## src/rtl/imem_loader_pkg.sv

```systemverilog
// Shared types and constants for the instruction-memory boot loader.
package imem_loader_pkg;

  typedef enum logic [2:0] {
    IDLE   = 3'd0,
    LEN_LO = 3'd1,
    LEN_HI = 3'd2,
    DATA   = 3'd3,
    CHK    = 3'd4,
    DONE   = 3'd5,
    ERR    = 3'd6
  } loader_state_e;

  localparam int          IMEM_WORDS = 1024;
  localparam logic [31:0] NOP_INSTR  = 32'h00000013;

endpackage

```

## src/rtl/imem_loader_if.sv

```systemverilog
// Byte-stream input and imem write port of the loader; master is the loader side.
interface imem_loader_if #(
  parameter int ADDR_W = 32
);
  logic              byte_valid;
  logic [7:0]        byte_data;
  logic              byte_ready;
  logic              imem_we;
  logic [ADDR_W-1:0] imem_waddr;
  logic [31:0]       imem_wdata;

  modport master (
    input  byte_valid, byte_data,
    output byte_ready, imem_we, imem_waddr, imem_wdata
  );

  modport slave (
    output byte_valid, byte_data,
    input  byte_ready, imem_we, imem_waddr, imem_wdata
  );
endinterface

```

## src/rtl/imem_loader_byte_word_assembler.sv

```systemverilog
// Packs accepted bytes LSB-first into 32-bit words; word_valid pulses the cycle after the 4th byte.
// No backpressure of its own: every byte_fire is consumed.
module byte_word_assembler (
  input  logic        clk,
  input  logic        rst_n,
  input  logic        clear,
  input  logic        byte_fire,
  input  logic [7:0]  byte_data,
  output logic [1:0]  lane,
  output logic        word_valid,
  output logic [31:0] word
);

  logic [23:0] shreg;

  always_ff @(posedge clk) begin
    if (!rst_n) begin
      lane       <= 2'd0;
      shreg      <= 24'd0;
      word_valid <= 1'b0;
      word       <= 32'd0;
    end else begin
      word_valid <= 1'b0;
      if (clear) begin
        lane <= 2'd0;
      end else if (byte_fire) begin
        shreg <= {byte_data, shreg[23:8]};
        lane  <= lane + 2'd1;
        if (lane == 2'd3) begin
          word       <= {byte_data, shreg};
          word_valid <= 1'b1;
        end
      end
    end
  end

endmodule

```

## src/rtl/imem_loader.sv

```systemverilog
// Boot loader: length-prefixed LE byte stream -> imem word writes from address 0, core held in reset until done.
// Write issues 1 cycle after a word's 4th byte; byte_ready registered. IMEM_LOADER_CHECKSUM_EN adds an XOR trailer byte.
module imem_loader
  import imem_loader_pkg::*;
#(
  parameter int MAX_WORDS = IMEM_WORDS,
  parameter int ADDR_W    = 32
) (
  input  logic          clk,
  input  logic          rst_n,
  input  logic          start,
  imem_loader_if.master bus,
  output logic          core_rst_n,
  output logic          busy,
  output logic          done,
  output logic          error
);

  localparam int IDX_W = $clog2(MAX_WORDS) + 1;

  localparam logic [2:0] ST_IDLE   = IDLE;
  localparam logic [2:0] ST_LEN_LO = LEN_LO;
  localparam logic [2:0] ST_LEN_HI = LEN_HI;
  localparam logic [2:0] ST_DATA   = DATA;
  localparam logic [2:0] ST_CHK    = CHK;
  localparam logic [2:0] ST_DONE   = DONE;
  localparam logic [2:0] ST_ERR    = ERR;

  logic [2:0]       state, nstate;
  logic [7:0]       len_lo;
  logic [15:0]      len, len_in;
  logic [IDX_W-1:0] windex, last_idx;
  logic             ready_q, ready_d;
  logic             error_d, core_rst_d;
  logic             fire, load_start, data_fire, final_byte, last_write, len_ok;
  logic [1:0]       lane;
  logic             word_valid;
  logic [31:0]      word;

  assign fire       = bus.byte_valid && ready_q;
  assign load_start = (state == ST_IDLE) && start;
  assign data_fire  = (state == ST_DATA) && fire;
  assign len_in     = {bus.byte_data, len_lo};
  assign len_ok     = (len_in != 16'd0) && (32'(len_in) <= 32'(MAX_WORDS));
  assign last_idx   = IDX_W'(len - 16'd1);
  // windex only advances on a write, so at a word's 4th byte it still names that word.
  assign final_byte = data_fire && (lane == 2'd3) && (windex == last_idx);
  assign last_write = (state == ST_DATA) && word_valid && (windex == last_idx);

  byte_word_assembler u_asm (
    .clk        (clk),
    .rst_n      (rst_n),
    .clear      (load_start),
    .byte_fire  (data_fire),
    .byte_data  (bus.byte_data),
    .lane       (lane),
    .word_valid (word_valid),
    .word       (word)
  );

  assign bus.byte_ready = ready_q;
  assign bus.imem_we    = word_valid;
  assign bus.imem_wdata = word;
  assign bus.imem_waddr = ADDR_W'({windex, 2'b00});
  assign busy           = (state != ST_IDLE);

`ifdef IMEM_LOADER_CHECKSUM_EN
  localparam logic [2:0] ST_AFTER_DATA = ST_CHK;
  logic [7:0] csum;

  always_ff @(posedge clk) begin
    if (!rst_n)         csum <= 8'd0;
    else if (load_start) csum <= 8'd0;
    else if (data_fire)  csum <= csum ^ bus.byte_data;
  end
`else
  localparam logic [2:0] ST_AFTER_DATA = ST_DONE;
`endif

  always_comb begin
    nstate = state;
    case (state)
      ST_IDLE:   if (start) nstate = ST_LEN_LO;
      ST_LEN_LO: if (fire)  nstate = ST_LEN_HI;
      ST_LEN_HI: if (fire)  nstate = len_ok ? ST_DATA : ST_ERR;
      ST_DATA:   if (last_write) nstate = ST_AFTER_DATA;
`ifdef IMEM_LOADER_CHECKSUM_EN
      ST_CHK:    if (fire)  nstate = (bus.byte_data == csum) ? ST_DONE : ST_ERR;
`endif
      ST_DONE:   nstate = ST_IDLE;
      ST_ERR:    nstate = ST_IDLE;
      default:   nstate = ST_IDLE;
    endcase
  end

  // Ready is computed from the next state so it never lingers into DONE/ERR/IDLE.
  always_comb begin
    ready_d = 1'b0;
    case (nstate)
      ST_LEN_LO, ST_LEN_HI, ST_CHK: ready_d = 1'b1;
      ST_DATA:                      ready_d = !final_byte;
      default:                      ready_d = 1'b0;
    endcase
  end

  always_comb begin
    error_d = error;
    if (load_start)        error_d = 1'b0;
    if (nstate == ST_ERR)  error_d = 1'b1;
    core_rst_d = ((nstate == ST_IDLE) || (nstate == ST_DONE)) && !error_d;
  end

  always_ff @(posedge clk) begin
    if (!rst_n) begin
      state      <= ST_IDLE;
      len_lo     <= 8'd0;
      len        <= 16'd0;
      windex     <= '0;
      ready_q    <= 1'b0;
      done       <= 1'b0;
      error      <= 1'b0;
      core_rst_n <= 1'b0;
    end else begin
      state      <= nstate;
      ready_q    <= ready_d;
      done       <= (nstate == ST_DONE);
      error      <= error_d;
      core_rst_n <= core_rst_d;
      if ((state == ST_LEN_LO) && fire) len_lo <= bus.byte_data;
      if ((state == ST_LEN_HI) && fire) len    <= len_in;
      if (load_start)      windex <= '0;
      else if (word_valid) windex <= windex + IDX_W'(1);
    end
  end

endmodule

```

## src/flat_wrapper.sv

```systemverilog
// flat-port wrapper written by rule: the top's interface ports become plain ports
module imem_loader_flat import imem_loader_pkg::*;
#(
  parameter int MAX_WORDS = IMEM_WORDS,
  parameter int ADDR_W    = 32
)
  (clk, rst_n, start, core_rst_n, busy, done, error, bus_byte_valid, bus_byte_data, bus_byte_ready, bus_imem_we, bus_imem_waddr, bus_imem_wdata);
  imem_loader_if #(.ADDR_W(ADDR_W)) bus_i ();
  input  logic clk;
  input  logic rst_n;
  input  logic start;
  output logic core_rst_n;
  output logic busy;
  output logic done;
  output logic error;
  input wire logic [$bits(bus_i.byte_valid)-1:0] bus_byte_valid;
  input wire logic [$bits(bus_i.byte_data)-1:0] bus_byte_data;
  output wire logic [$bits(bus_i.byte_ready)-1:0] bus_byte_ready;
  output wire logic [$bits(bus_i.imem_we)-1:0] bus_imem_we;
  output wire logic [$bits(bus_i.imem_waddr)-1:0] bus_imem_waddr;
  output wire logic [$bits(bus_i.imem_wdata)-1:0] bus_imem_wdata;
  assign bus_i.byte_valid = bus_byte_valid;
  assign bus_i.byte_data = bus_byte_data;
  assign bus_byte_ready = bus_i.byte_ready;
  assign bus_imem_we = bus_i.imem_we;
  assign bus_imem_waddr = bus_i.imem_waddr;
  assign bus_imem_wdata = bus_i.imem_wdata;
  imem_loader #(.MAX_WORDS(MAX_WORDS), .ADDR_W(ADDR_W)) u_core (.clk(clk), .rst_n(rst_n), .start(start), .bus(bus_i), .core_rst_n(core_rst_n), .busy(busy), .done(done), .error(error));
endmodule
```

## config.mk

```make
export PLATFORM = sky130hd
export DESIGN_NAME = imem_loader_flat
export DESIGN_NICKNAME = d
export VERILOG_FILES = /design/src/rtl/imem_loader_pkg.sv /design/src/rtl/imem_loader_if.sv /design/src/rtl/imem_loader_byte_word_assembler.sv /design/src/rtl/imem_loader.sv /design/src/flat_wrapper.sv
export SDC_FILE = /design/constraint.sdc
export NUM_CORES = 1
export LEC_CHECK = 0
export CAP_MARGIN = 20
export CELL_PAD_IN_SITES_DETAIL_PLACEMENT = 1
export CELL_PAD_IN_SITES_GLOBAL_PLACEMENT = 1
export CORE_AREA = 2 2 103 115
export DETAILED_ROUTE_END_ITERATION = 8
export DIE_AREA = 0 0 105 117
export PLACE_DENSITY = 0.76
export RECOVER_POWER = 25
export SETUP_SLACK_MARGIN = 0.05
export SYNTH_ARGS = -nofsm -noshare
export SYNTH_HDL_FRONTEND = slang
export SYNTH_SLANG_ARGS = --single-unit
export TNS_END_PERCENT = 100
```

## constraint.sdc

```tcl
create_clock -name clk -period 3.14 [get_ports clk]
set_clock_uncertainty 0.1 [all_clocks]
set_input_delay 0.471 -clock clk [delete_from_list [all_inputs] [get_ports clk]]
set_output_delay 0.471 -clock clk [all_outputs]
set_load 0.01 [all_outputs]
```

# Word-level counts from Yosys, hierarchy flattened
# Cells that the tools add are included.
[totals] ff_bits=96 input_bits=12 out_inout_bits=70 elab_cells=63
[op_classes] n_addsub=3 magnitude_cmp=1 n_eq_ne=11 muxes=10 bitwise=3 n_reduce_logical=23
[ops] op="<= comparator 16 x 11 -> 1 bit, second input constant" n=1
[ops] op="nonzero test 16 bit" n=1
[ops] op="2-to-1 mux 3 bit" n=5
[ops] op="== test 3 x 2 -> 1 bit, second input constant" n=4
[ops] op="one-hot mux 3 bit (4 select lines)" n=1
[ops] op="adder 11 x 1 -> 11 bit, second input constant" n=1
[ops] op="== test 11 bit" n=1
[ops] op="logical AND 1 bit" n=11
[ops] op="subtractor 11 x 1 -> 11 bit, second input constant" n=1
[ops] op="== test 3 bit, second input constant" n=3
[ops] op="== test 3 x 1 -> 1 bit, second input constant" n=2
[ops] op="zero test 3 bit" n=2
[ops] op="OR reduction 3 bit" n=2
[ops] op="2-to-1 mux 1 bit" n=3
[ops] op="inverter 1 bit" n=3
[ops] op="AND reduction 3 bit" n=1
[ops] op="nonzero test 3 bit" n=1
[ops] op="adder 2 x 1 -> 2 bit, second input constant" n=1
[ops] op="== test 2 bit, second input constant" n=1
[ops] op="zero test 1 bit" n=2
[ops] op="one-hot mux 1 bit (2 select lines)" n=1
[ops] op="AND reduction 2 bit" n=1
[ops] op="OR reduction 2 bit" n=1
[ops] op="logical OR 1 bit" n=1

# Longest topological paths before layout
[logic_depth] word_depth=9 mapped_depth=10 depth_no_buf=8

# By module
# From an unflattened synthesis, not the netlist that was laid out.
[unflattened] cells_unflattened=509 area_unflattened_um2=4430.5
[by_module_without_submodules] mod="byte_word_assembler" n_inst=1 cells_per_inst=261 area_each_um2=2277.2 seq_area_each_um2=1181.1
[by_module_without_submodules] mod="imem_loader" n_inst=1 cells_per_inst=248 area_each_um2=2153.3 seq_area_each_um2=740.7

# Worst setup path before layout
# Ideal clock, no wire load.
[synth_timing] path_kind="reg2reg" startpoint="register u_core.len[0]" endpoint="register u_core.done" setup_ps=70 arrival_ps=2476 required_ps=2970 path_slack_ps=494 stages_incl_launch_ff=11 path_buffers=2 synth_period_minus_slack_ps=2646 cell_sequence="dfxtp_1 clkbuf_1 inv_1 ha_1 clkbuf_1 o21bai_1 a2111oi_0 a311oi_1 a211o_1 or4_4 a21boi_1"
[synth_between] elab_chain_cells=6
[synth_rtl] element="start, declared" line_no="imem_loader.sv:31" source="logic [15:0] len, len_in;"
[synth_rtl] element="start signal, assigned" line_no="imem_loader.sv:130" source="if ((state == ST_LEN_HI) && fire) len <= len_in;"
[synth_rtl] element="subtractor 11 x 1 -> 11 bit" line_no="imem_loader.sv:45" source="assign last_idx = IDX_W'(len - 16'd1);"
[synth_rtl] element="== test 11 bit" line_no="imem_loader.sv:48" source="assign last_write = (state == ST_DATA) && word_valid && (windex == last_idx);"
[synth_rtl] element="logical AND 1 bit" line_no="imem_loader.sv:48"
[synth_rtl] element="2-to-1 mux 3 bit" line_no="imem_loader.sv:86" source="ST_DATA: if (last_write) nstate = ST_AFTER_DATA;"
[synth_rtl] element="one-hot mux 3 bit (4 select lines)" line_no="imem_loader.sv:82" source="case (state)"
[synth_rtl] element="== test 3 bit" line_no="imem_loader.sv:126" source="done <= (nstate == ST_DONE);"
[synth_rtl] element="end signal, assigned" line_no="imem_loader.sv:126"
[synth_rtl] element="end, declared" line_no="imem_loader.sv:15" source="output logic done,"
# No other way between the ends.
# A chain may end at the register's enable or synchronous reset.

# Worst setup path after layout
# Same ends and word-level chain as after synthesis.

==> flow_metrics.tcl <==
set metrics [dict create \
    outcome "completed" \
    arrival_ns 2.99 \
    reg2reg_to "u_core.done" \
    power_w 0.002441 \
    r2r_cells 8 \
    cts_max_path_buffers 2 \
    worst_slew_pin_slew_ns 0.8645 \
    die_area_sq_um 12290 \
    crit_end "u_core.done" \
    drcViolationCount 0 \
    grt_use_total_pct 19.22 \
    core_area_sq_um 11180 \
    cts_buffers 9 \
    die_w_um 105 \
    critPathKind "flop to flop" \
    cts_tree "done" \
    ys.flop_type "dfxtp_1" \
    synth_seq_area_share_pct 44.82 \
    grt_pass1_vias 3703 \
    utilization_pct 46.49 \
    seq_power_share_pct 50.5 \
    cts.sinks 96 \
    first_pass_iters 4 \
    port_buffers 60 \
    end_kind "flop" \
    finalCritPeriodShare_pct 89.73 \
    fillerInstances 1354 \
    drtIter0Drc 94 \
    hold_viol_final 0 \
    syn-cell-area_sq_um 4288 \
    ioPinCount 82 \
    r2r_slack_ns 0.32 \
    r2r_start "u_core.len[0]" \
    slew_violations 0 \
    via_per_inst 5.030 \
    area_delta_synth_final_pct 21.24 \
    grt_max_degree 35 \
    multi_input_area_sq_um 2133 \
    hold_buffers 0 \
    min_path_type "flop to flop" \
    synth_largest_area_cell "dfxtp_1" \
    crit_start "u_core.len[0]" \
    power_frac_comb_pct 4.2 \
    start_kind "flop" \
    ant_nets 0 \
    synth.most_common_cell "nand2_1" \
    post_cts_buffers 0 \
    final_cells 696 \
    ctsResizeCount 0 \
    cts_root_buf "clkbuf_16" \
    place.gp.congestion 0.7930 \
    vdd_drop_max_v 0.0002448 \
    hold_slack_ns 0.3558 \
    drive_above_1_share_pct 4.945 \
    synth_commonest_cells "nand2_1, dfxtp_1, a21boi_0, clkbuf_1, buf_4" \
    synth_edf_count 0 \
    crit_fanout 9 \
    nNetsFinal 556 \
    async_reset_ff_share_pct 0 \
    switchingPower_w 0.0005316 \
    max_freq_ghz 0.3549 \
    dp.cells 680 \
    rsz0062_at_grt "no" \
    wire_per_inst_um 15.97 \
    hp-start "u_core.u_asm.shreg[2]" \
    seq_area_sq_um 1922 \
    p_int_w 0.001909 \
    pwr-share-clk_pct 45.3 \
    syn_avg_cell_area_sq_um 8.627 \
    maxCapViolations 0 \
    dieHeight_um 117 \
    grt_pass1_wl_um 18550 \
    critPathRequiredTime_ns 3.31 \
    n_antenna_cell 0 \
    row_count 41 \
    htreeDepth 3 \
    power.leakage_nw 1.825 \
    powerDensity_nw_per_um2 469.5 \
    synth_cells 497 \
    yosys_register_bits 96 \
    routed_wl_um 11120 \
    via_count 3501 \
    synth_cell_types 50 \
    switching_share_pct 21.78 \
    yosys-top-cells-area "dfxtp_1, nand2_1, a21boi_0" \
    antenna_found_initial 0 \
    grt-ovfl-total 0 \
    clk_pin_slew_ns 0.06 \
    start_util_pct 38.34 \
    max_slew_margin_pct 42.36 \
    tns_ns 0 \
    synth_top_area_share_pct 44.82 \
    hpwl_um 7960 \
    clk_latency_ns 0.35 \
    period_needed_ns 2.818 \
    yosys_warnings 0 \
    final-setup-viol-count 0 \
]
==> cell usage in the layout, fill, tap and decap left out, types with 2 or more instances in the layout <==
cell,count
and3_1,4
dfxtp_1,96
clkinvlp_4,2
clkbuf_16,9
inv_1,4
dlygate4sd3_1,12
xnor2_1,10
nand3_1,4
ha_1,3
nor4_1,5
o21ba_1,2
a21boi_0,43
nor2b_1,19
a21boi_1,17
clkdlybuf4s50_1,47
or4_4,2
xor2_1,14
nand4_1,3
a21oi_1,6
or3_1,2
nand4b_1,2
nand2_1,127
o211ai_1,2
o21ai_0,3
nand3b_1,2
clkbuf_1,4
mux2i_1,20
nand2b_1,5
nor3_1,6
nor2_1,20
buf_4,5
conb_1,21
and4_1,2
==> power groups by stage <==
| stage | combinational [W] | clock, W | sequential (W) |
|---|---|---|---|
| finish | 0.000103 | 0.00111 | 0.00123 |
| detailed placement | 0.000103 | 0 | 0.00126 |
| CTS | 0.000105 | 0.00113 | 0.00123 |
| global placement | 0.000101 | 0 | 0.00126 |
| global route | 0.000113 | 0.00119 | 0.00123 |
| floorplan | 0.0000821 | 0 | 0.00126 |
==> per-layer routing <==
layer / vias to the layer above / part of all wire [%] / global-route usage, %
li1: 1696 / - / -
met1: 1744 / 44 / 22.44
met2: 54 / 52 / 35.37
met3: 7 / 2.8 / 4.485
met4: 0 / 1.0 / 5.689
met5: - / 0 / 0
==> worst min-delay path by stage <==
stage                                       end  slack (ns)  cells past startpoint
final                      u_core.u_asm.word[2]        0.36                      2
after global routing      u_core.u_asm.word[21]        0.39                      2
after global placement     u_core.u_asm.word[3]        0.35                      2
after floorplan            u_core.u_asm.word[0]        0.33                      2
after detailed placement  u_core.u_asm.word[21]        0.35                      2
after CTS                 u_core.u_asm.word[21]        0.36                      2
==> state kept, by name, summed over array words and instances, names as in the netlist <==
signal,flops
u_core.bus.byte_ready,1
u_core.core_rst_n,1
u_core.done,1
u_core.error,1
u_core.len,11
u_core.len_lo,8
u_core.state,3
u_core.u_asm.lane,2
u_core.u_asm.shreg,24
u_core.u_asm.word,32
u_core.u_asm.word_valid,1
u_core.windex,11
==> metrics by stage <==
stage	area, sq um	setup WS, ns
after floorplan	4363	0.4943
after global placement	4911	0.3863
after detailed placement	4911	0.2571
after CTS	5211	0.3483
after global routing	5199	0.1400
final	5199	0.3224
==> critical path, cell delays in order, from the launching register on <==
cell and delay, ns:
dfxtp_1 0.45, inv_1 0.08, ha_1 0.31, o21bai_1 0.20, a2111oi_0 0.45, a311oi_1 0.11
a211o_1 0.32, or4_4 0.56, a21boi_1 0.18
==> kinds of logic (layout without fill, tap and decap cells) <==
kind of cell,count (synthesis),count (layout),synth area share (%)
AND/OR/NAND/NOR,212,212,23.20
flip-flops,96,96,44.82
AO/OA/AOI/OAI,83,83,14.27
buffers and inverters,58,87,7.178
XOR/XNOR,24,24,4.902
multiplexers,20,20,4.669
adder cells (fa/ha/maj),3,3,0.8755
other,1,21,0.08746
==> layout make-up <==
type | count | share of cell area (%)
Multi-Input combinational cell | 363 | 41.03
Tap cell | 150 | 3.610
Clock buffer | 12 | 4.741
Sequential cell | 96 | 36.97
Timing Repair Buffer | 67 | 12.32
Clock inverter | 4 | 1.035
Inverter | 4 | 0.2888
No activity file was read; power rests on OpenSTA's default activity.
